### src/rtl/jhash_sched_if.sv
// jhash_sched_if: requester, core-stream and result signals of the jhash scheduler
interface jhash_sched_if #(
  parameter int NREQ = 4,
  parameter int IDW = 2
);
  logic [NREQ-1:0] req_valid;
  logic [32*NREQ-1:0] req_data;
  logic [NREQ-1:0] req_last;
  logic [NREQ-1:0] req_ready;
  logic [31:0] stream_data0;
  logic [31:0] stream_data1;
  logic [31:0] stream_data2;
  logic stream_valid;
  logic stream_done;
  logic [1:0] stream_left;
  logic stream_ack;
  logic [31:0] OC;
  logic hash_valid;
  logic [31:0] hash_value;
  logic [IDW-1:0] hash_id;
  logic hash_ready;
  modport master (
    input req_valid, req_data, req_last, stream_ack, OC, hash_ready,
    output req_ready, stream_data0, stream_data1, stream_data2, stream_valid,
    output stream_done, stream_left, hash_valid, hash_value, hash_id
  );
  modport slave (
    output req_valid, req_data, req_last, stream_ack, OC, hash_ready,
    input req_ready, stream_data0, stream_data1, stream_data2, stream_valid,
    input stream_done, stream_left, hash_valid, hash_value, hash_id
  );
endinterface

### src/rtl/jhash_sched.sv
// jhash_sched: round-robin front end packing requester key words into 3-word groups for the shared jhash core
module jhash_sched #(
  parameter int NREQ = 4,
  parameter int IDW = 2,
  parameter int MIX_LAT = 6
) (
  input logic clk,
  input logic rst,
  jhash_sched_if.master bus
);
  localparam int CW = $clog2(MIX_LAT + 1);
  typedef enum logic [2:0] {IDLE, FILL, ISSUE, WAIT_MIX, RESULT} state_t;
  state_t state, state_n;
  logic [IDW-1:0] g, rr_ptr, pick, hash_id;
  logic hit, fire, last_grp;
  logic [2:0][31:0] grp;
  logic [1:0] slot, words;
  logic [CW-1:0] cnt;
  logic [31:0] hash_value;
  logic [NREQ-1:0][31:0] din;
  logic [2*NREQ-1:0] rot;
  assign din = bus.req_data;
  // rotate so bit 0 is the requester at rr_ptr; the lowest set bit wins
  assign rot = {bus.req_valid, bus.req_valid} >> rr_ptr;
  always_comb begin
    hit = 1'b0;
    pick = '0;
    for (int i = NREQ - 1; i >= 0; i--)
      if (rot[i]) begin
        hit = 1'b1;
        pick = IDW'(int'(rr_ptr) + i >= NREQ ? int'(rr_ptr) + i - NREQ : int'(rr_ptr) + i);
      end
  end
  assign fire = state == FILL && bus.req_valid[g];
  assign bus.req_ready = (state == FILL) ? NREQ'(1) << g : '0;
  assign bus.stream_valid = state == ISSUE;
  assign bus.stream_data0 = grp[0];
  assign bus.stream_data1 = grp[1];
  assign bus.stream_data2 = grp[2];
  assign bus.stream_done = state == ISSUE && last_grp;
  assign bus.stream_left = (state == ISSUE && last_grp && words != 2'd3) ? words : 2'd0;
  assign bus.hash_valid = state == RESULT;
  assign bus.hash_value = hash_value;
  assign bus.hash_id = hash_id;
  always_comb begin
    state_n = state;
    case (state)
      IDLE:     state_n = hit ? FILL : IDLE;
      FILL:     state_n = (fire && (slot == 2'd2 || bus.req_last[g])) ? ISSUE : FILL;
      ISSUE:    state_n = bus.stream_ack ? (last_grp ? WAIT_MIX : FILL) : ISSUE;
      WAIT_MIX: state_n = (cnt == '0) ? RESULT : WAIT_MIX;
      RESULT:   state_n = bus.hash_ready ? IDLE : RESULT;
      default:  state_n = IDLE;
    endcase
  end
  always_ff @(posedge clk) begin
    if (rst) begin
      state <= IDLE;
      rr_ptr <= '0;
      g <= '0;
      grp <= '0;
      slot <= '0;
      words <= '0;
      last_grp <= 1'b0;
      cnt <= '0;
      hash_value <= '0;
      hash_id <= '0;
    end else begin
      state <= state_n;
      if (state == IDLE && hit) begin
        g <= pick;
        grp <= '0;
        slot <= '0;
        words <= '0;
        last_grp <= 1'b0;
      end
      if (fire) begin
        grp[slot] <= din[g];
        slot <= slot + 2'd1;
        words <= slot + 2'd1;
        last_grp <= bus.req_last[g];
      end
      if (state == ISSUE && bus.stream_ack) begin
        if (last_grp) cnt <= CW'(MIX_LAT - 1);
        else begin
          grp <= '0;
          slot <= '0;
          words <= '0;
        end
      end
      if (state == WAIT_MIX) begin
        cnt <= cnt - 1'b1;
        if (cnt == '0) begin
          hash_value <= bus.OC;
          hash_id <= g;
        end
      end
      if (state == RESULT && bus.hash_ready) rr_ptr <= (int'(g) == NREQ - 1) ? '0 : g + 1'b1;
    end
  end
endmodule

### src/flat_wrapper.sv
// flat-port wrapper written by rule: the top's interface ports become plain ports
module jhash_sched_flat 
#(
  parameter int NREQ = 4,
  parameter int IDW = 2,
  parameter int MIX_LAT = 6
)
  (clk, rst, bus_req_valid, bus_req_data, bus_req_last, bus_stream_ack, bus_OC, bus_hash_ready, bus_req_ready, bus_stream_data0, bus_stream_data1, bus_stream_data2, bus_stream_valid, bus_stream_done, bus_stream_left, bus_hash_valid, bus_hash_value, bus_hash_id);
  jhash_sched_if #(.NREQ(NREQ), .IDW(IDW)) bus_i ();
  input logic clk;
  input logic rst;
  input wire logic [$bits(bus_i.req_valid)-1:0] bus_req_valid;
  input wire logic [$bits(bus_i.req_data)-1:0] bus_req_data;
  input wire logic [$bits(bus_i.req_last)-1:0] bus_req_last;
  input wire logic [$bits(bus_i.stream_ack)-1:0] bus_stream_ack;
  input wire logic [$bits(bus_i.OC)-1:0] bus_OC;
  input wire logic [$bits(bus_i.hash_ready)-1:0] bus_hash_ready;
  output wire logic [$bits(bus_i.req_ready)-1:0] bus_req_ready;
  output wire logic [$bits(bus_i.stream_data0)-1:0] bus_stream_data0;
  output wire logic [$bits(bus_i.stream_data1)-1:0] bus_stream_data1;
  output wire logic [$bits(bus_i.stream_data2)-1:0] bus_stream_data2;
  output wire logic [$bits(bus_i.stream_valid)-1:0] bus_stream_valid;
  output wire logic [$bits(bus_i.stream_done)-1:0] bus_stream_done;
  output wire logic [$bits(bus_i.stream_left)-1:0] bus_stream_left;
  output wire logic [$bits(bus_i.hash_valid)-1:0] bus_hash_valid;
  output wire logic [$bits(bus_i.hash_value)-1:0] bus_hash_value;
  output wire logic [$bits(bus_i.hash_id)-1:0] bus_hash_id;
  assign bus_i.req_valid = bus_req_valid;
  assign bus_i.req_data = bus_req_data;
  assign bus_i.req_last = bus_req_last;
  assign bus_i.stream_ack = bus_stream_ack;
  assign bus_i.OC = bus_OC;
  assign bus_i.hash_ready = bus_hash_ready;
  assign bus_req_ready = bus_i.req_ready;
  assign bus_stream_data0 = bus_i.stream_data0;
  assign bus_stream_data1 = bus_i.stream_data1;
  assign bus_stream_data2 = bus_i.stream_data2;
  assign bus_stream_valid = bus_i.stream_valid;
  assign bus_stream_done = bus_i.stream_done;
  assign bus_stream_left = bus_i.stream_left;
  assign bus_hash_valid = bus_i.hash_valid;
  assign bus_hash_value = bus_i.hash_value;
  assign bus_hash_id = bus_i.hash_id;
  jhash_sched #(.NREQ(NREQ), .IDW(IDW), .MIX_LAT(MIX_LAT)) u_core (.clk(clk), .rst(rst), .bus(bus_i));
endmodule
### config.mk
export PLATFORM = sky130hd
export DESIGN_NAME = jhash_sched_flat
export DESIGN_NICKNAME = d
export VERILOG_FILES = /design/src/rtl/jhash_sched_if.sv /design/src/rtl/jhash_sched.sv /design/src/flat_wrapper.sv
export SDC_FILE = /design/constraint.sdc
export NUM_CORES = 1
export LEC_CHECK = 0
export CAP_MARGIN = 20
export CORE_MARGIN = 1.5
export CORE_UTILIZATION = 44
export CTS_BUF_LIST = sky130_fd_sc_hd__clkbuf_2 sky130_fd_sc_hd__clkbuf_4 sky130_fd_sc_hd__clkbuf_8
export CTS_CLUSTER_DIAMETER = 50
export DETAILED_ROUTE_END_ITERATION = 10
export PLACE_DENSITY = 0.95
export SYNTH_ARGS = -nofsm -noshare
export SYNTH_HDL_FRONTEND = slang
export SYNTH_SLANG_ARGS = --single-unit
### constraint.sdc
create_clock -name clk -period 2.78 [get_ports clk]
set_clock_uncertainty 0.1 [all_clocks]
set_input_delay 0.278 -clock clk [delete_from_list [all_inputs] [get_ports clk]]
set_output_delay 0.278 -clock clk [all_outputs]
set_load 0.02 [all_outputs]
# Yosys cells after proc, flatten, opt, wreduce, memory -nomap -nowiden
# Index checks and enable logic that the tools add are counted.
# word_totals
register_bits,145
in_bits,172
output_inout_bits,139
word_cells,103
# classes
addsub,10
order_cmp,7
n_eq_ne,7
n_shift,2
n_mux,49
n_reduce_logical,16
# ops
op,count
96-bit two-way mux,5
96-bit bitwise mux,1
32-bit binary-select mux with 2-bit select,1
32-bit demux with 2-bit select,1
32-bit two-way mux,2
2-bit two-way mux,20
3-bit two-way mux,6
3-bit case mux with 5 select lines,1
3-bit >= comparator (second input constant),3
1-bit two-way mux,9
1-bit logical AND,8
8-bit by 2-bit >> shifter with 4-bit output,1
2-bit by 1-bit subtractor with 2-bit output (second input constant),4
2-bit by 2-bit adder with 3-bit output (second input constant),2
3-bit by 2-bit equality test with 1-bit output (second input constant),2
3-bit zero test,2
2-bit by 3-bit less-than comparator with 1-bit output (second input constant),2
2-bit nonzero test,3
2-bit by 1-bit adder with 2-bit output (second input constant),2
1-bit binary-select mux with 2-bit select,2
4-bit two-way mux,1
2-bit AND reduction,2
1-bit by 2-bit left shift with 4-bit output (first input constant),1
2-bit by 1-bit adder with 3-bit output (second input constant),1
other kinds (9),9

# Longest topological paths before layout
# depth
depth_word,12
depth_mapped,8
depth_no_buf,6

# Least setup slack after synthesis
# Ideal clock, no wire load.
# synth_timing
path_kind,register to output
from,register u_core.state[1]
to,output port bus_stream_left[1]
t_arrival_ns,1.746
required_time_ns,2.402
slack_ns,0.656
stages_incl_launch_ff,4
path_buffers,0
cell_sequence,dfxtp_1 > nor3b_2 > nand2_1 > nor3b_1
# synth_via
elab_chain_len,4
# synth_lines
element,line,text
from (decl),jhash_sched.sv:13,"state_t state, state_n;"
from (signal assigned),jhash_sched.sv:69,state <= state_n;
3-bit by 2-bit equality test with 1-bit output,-,
net bus_stream_valid,flat_wrapper.sv:22,output wire logic [$bits(bus_i.stream_valid)-1:0] bus_stream_valid;
1-bit logical AND (2 in a row),jhash_sched.sv:41,assign bus.stream_left = (state == ISSUE && last_grp && words != 2'd3) ? words : 2'd0;
2-bit two-way mux,jhash_sched.sv:41,
to (decl),flat_wrapper.sv:24,output wire logic [$bits(bus_i.stream_left)-1:0] bus_stream_left;
# The timed path passes the listed nets, and every way through them passes these cells.

# Final worst setup path
# layout_timing
from,register u_core.g[0]
to,output port bus_req_ready[1]
# layout_via
elab_chain_len,2
# layout_lines
element,line,text
from (decl),jhash_sched.sv:14,"logic [IDW-1:0] g, rr_ptr, pick, hash_id;"
from (signal assigned),jhash_sched.sv:71,g <= pick;
1-bit by 2-bit left shift with 4-bit output,jhash_sched.sv:35,assign bus.req_ready = (state == FILL) ? NREQ'(1) << g : '0;
4-bit two-way mux,jhash_sched.sv:35,
to (decl),flat_wrapper.sv:18,output wire logic [$bits(bus_i.req_ready)-1:0] bus_req_ready;
# Every way passes these cells.

==> impl_metrics.py <==
metrics = {
    "timing": {
        "whs_ns": 0.243,
        "hold_violations": 0,
        "timing.final.crit_share_pct": 92.0,
        "tightest_slew_ns": 0.923,
        "fmaxAchievable_mhz": 391,
        "setup_viol": 0,
        "fin_crit_ns": 2.56,
        "slew_violations": 0,
        "tns_ns": 0,
        "rsz0062_at_grt": "no",
        "maxSlewHeadroom_pct": 38.3,
    },
    "worst_setup_path": {
        "arrival_ns": 2.18,
        "crit_required_ns": 2.40,
        "critical_path.max_fanout": 15,
        "crit_path_max_incr_delay_ns": 0.61,
        "setup.worst_path.start_class": "flop",
        "crit_slowest_cell": "clkdlybuf4s50_1",
        "worstSetupPathType": "reg2out",
        "cp_cell_sequence": "buf_4 > ha_1 > and2_1 > clkdlybuf4s50_1",
        "end_kind": "output port",
    },
    "clock_network": {
        "clkTransAtPathRegs_ns": 0.08,
        "ctsHoldBuffers": 0,
        "postCtsSetupBuffers": 0,
        "cts_buffers": 17,
        "htree_num_levels": 4,
        "clk_path_buf_depth": 2,
        "cts_tree": "yes",
        "clock_latency_ns": 0.47,
        "root_buffer": "clkbuf_8",
        "cts.sinks": 145,
        "cts.repair.resized": 0,
    },
    "global_routing": {
        "antenna_found_initial": 2,
        "grt_overflow": 0,
        "grt_pass1_vias": 6148,
        "grt_start_max_net_pins": 97,
        "grt_pass1_wl_um": 31800,
        "grt_use_total_pct": 29.0,
    },
    "route": {
        "detail-route-antenna-nets": 0,
        "via_per_inst": 5.50,
        "drt_iter0_markers": 529,
        "first_pass_iters": 4,
        "via_count": 6227,
        "wl_per_cell_um": 18.4,
        "route.detailed.drc": 0,
        "finalWirelength_um": 20800,
    },
    "power_and_ir_drop": {
        "internal-power_mw": 3.47,
        "p_leak_nw": 3.33,
        "switchingPower_mw": 1.27,
        "power.density_nw_per_um2": 488,
        "power_frac_comb_pct": 17.9,
        "peakVddDrop_mv": 0.432,
        "netSwitchingFraction_pct": 26.8,
        "seqPwrFrac_pct": 45.8,
        "p_clk_share_pct": 36.3,
    },
    "die": {
        "initial_utilization_pct": 45.3,
        "fp-row-count": 42,
        "pin_count": 311,
        "fp.dieW_um": 120,
        "core_area_um2": 13300,
        "die_area_um2": 14400,
        "die_y_um": 120,
    },
    "job": {
        "drv_cap": 0,
    },
    "synthesis": {
        "synth.avg_cell_area_um2": 9.18,
        "synth-main-ff-cell": "dfxtp_1",
        "synth_area_um2": 6040,
        "synth_top_cell_area_share_pct": 48.0,
        "yosysSeqAreaShare_pct": 48.0,
        "synth-edff-count": 0,
        "synthArstFlopShare_pct": 0,
        "synthesis.nets": 839,
        "yosys-top-cells-count": "145 x dfxtp_1, 108 x nand2_1, 108 x nand3_1",
        "synth_most_common_cell": "dfxtp_1",
        "ys_types": 35,
        "synth_cells": 658,
        "yosysTopAreaCell": "dfxtp_1",
        "synth_seq_cells": 145,
        "synth_area_leaders": "dfxtp_1 48%, mux4_2 13%, nand3_1 8.9%, o21ai_0 7.4%, nand2_1 6.7%",
        "yosys_warnings": 0,
    },
    "final_layout": {
        "fin_cells": 1133,
        "fillCellCount": 942,
        "post-route-util_pct": 72.7,
        "drive_above_1_share_pct": 9.00,
        "syn2layout_area_growth_pct": 60.5,
        "nets": 1126,
    },
    "min_path": {
        "min_path_type": "in2reg",
    },
    "place": {
        "dp_hpwl_um": 15500,
        "numPortBuffers": 310,
        "dp.cells": 1102,
        "routabilityCongestion": 0.886,
    },
    "status": {
        "outcome": "completed",
    },
}
## sequential cells by signal (all words and copies together), names as in the netlist
register and cells:
u_core.bus.stream_data2 32, u_core.g 2, u_core.bus.stream_data1 32, u_core.bus.hash_value 32, u_core.rr_ptr 2, u_core.bus.hash_id 2, u_core.last_grp 1, u_core.cnt 3
u_core.state 3, u_core.words 2, u_core.bus.stream_data0 32, u_core.slot 2
## worst paths after layout
path,endpoint,from,cells past startpoint,slack (ns)
max,bus_req_ready[1],u_core.g[0]$_SDFFE_PP0P_,4,0.22
min,u_core.bus.hash_value[24]$_SDFFE_PP0P_,bus_OC[24],3,0.24
max reg2reg,u_core.bus.stream_data0[4]$_SDFF_PP0_,u_core.state[1]$_SDFF_PP0_,5,0.57
min reg2reg,u_core.bus.hash_value[19]$_SDFFE_PP0P_,u_core.bus.hash_value[19]$_SDFFE_PP0P_,2,0.36
## power by group through the flow
stage,combinational [mW],sequential [mW],clock (mW)
after floorplan,0.355,2.25,0
after global placement,0.824,2.21,0
after detailed placement,0.841,2.22,0
after CTS,0.844,2.17,1.74
after global routing,0.901,2.17,1.84
final,0.847,2.17,1.72
## per-layer routing
metal	global-route usage (%)	share of wire (%)	vias to the layer above
met1	31.7	36	2924
li1	-	-	2911
met4	11.5	3.0	2
met5	0	0.048	-
met2	49.9	49	340
met3	12.0	11	50
## worst max-delay path: cells and delay by family, from the launching register on
kind / cells / cell delay, ns
buffers and inverters: 2 / 0.94
AND/OR/NAND/NOR: 1 / 0.12
flip-flops: 1 / 0.45
adder cells (fa/ha/maj): 1 / 0.20
## cell type report
class	count	area (um^2)	share of cell area, %
diodes	1	2.50	0.0258
inverters	10	37.5	0.387
clock inverters	12	159	1.64
multi-input cells	450	2900	29.9
clock buffers	18	241	2.49
flip-flops and latches	145	2910	30.0
repair buffers	321	3230	33.3
well taps	176	220	2.27
## cells by family (layout without fill, tap and decap cells)
group | after synthesis | after routing | share of synthesized area, %
flip-flops | 145 | 145 | 48.0
AND/OR/NAND/NOR | 249 | 249 | 18.9
XOR/XNOR | 1 | 1 | 0.145
multiplexers | 36 | 36 | 13.0
AO/OA/AOI/OAI | 155 | 155 | 13.6
other | 0 | 1 | 0
buffers and inverters | 63 | 361 | 4.41
adder cells (fa/ha/maj) | 9 | 9 | 1.86
## through the flow
stage	total power [mW]	cell area [um^2]	setup WS (ns)
4_1_cts	4.75	9700	0.174
3_3_place_gp	3.04	9300	0.327
6_report	4.73	9700	0.224
3_5_place_dp	3.06	9300	0.230
2_1_floorplan	2.61	6040	0.656
5_1_grt	4.91	9700	0.0445
## placed cells by master, fill, tap and decap left out, drive strengths merged, types with 2 or more instances in the layout
cell type      synthesis  routed
nor2                   9       9
nor3                   2       2
nand2                108     108
inv                   10      13
nor3b                  4       4
a21o                   2       2
or4                    2       2
clkbuf                38      18
bufinv                 0       3
a221oi                 2       2
mux2i                  2       2
a31oi                  3       3
nand2b                 5       5
buf                   15      12
clkinv                 0       4
and2                   5       5
nand3                108     108
clkdlybuf4s50          0     309
ha                     9       9
clkinvlp               0       2
dfxtp                145     145
nand3b                 2       2
mux4                  34      34
a21oi                 46      46
o21ai                 98      98
Power figures use the tool's default switching activity.
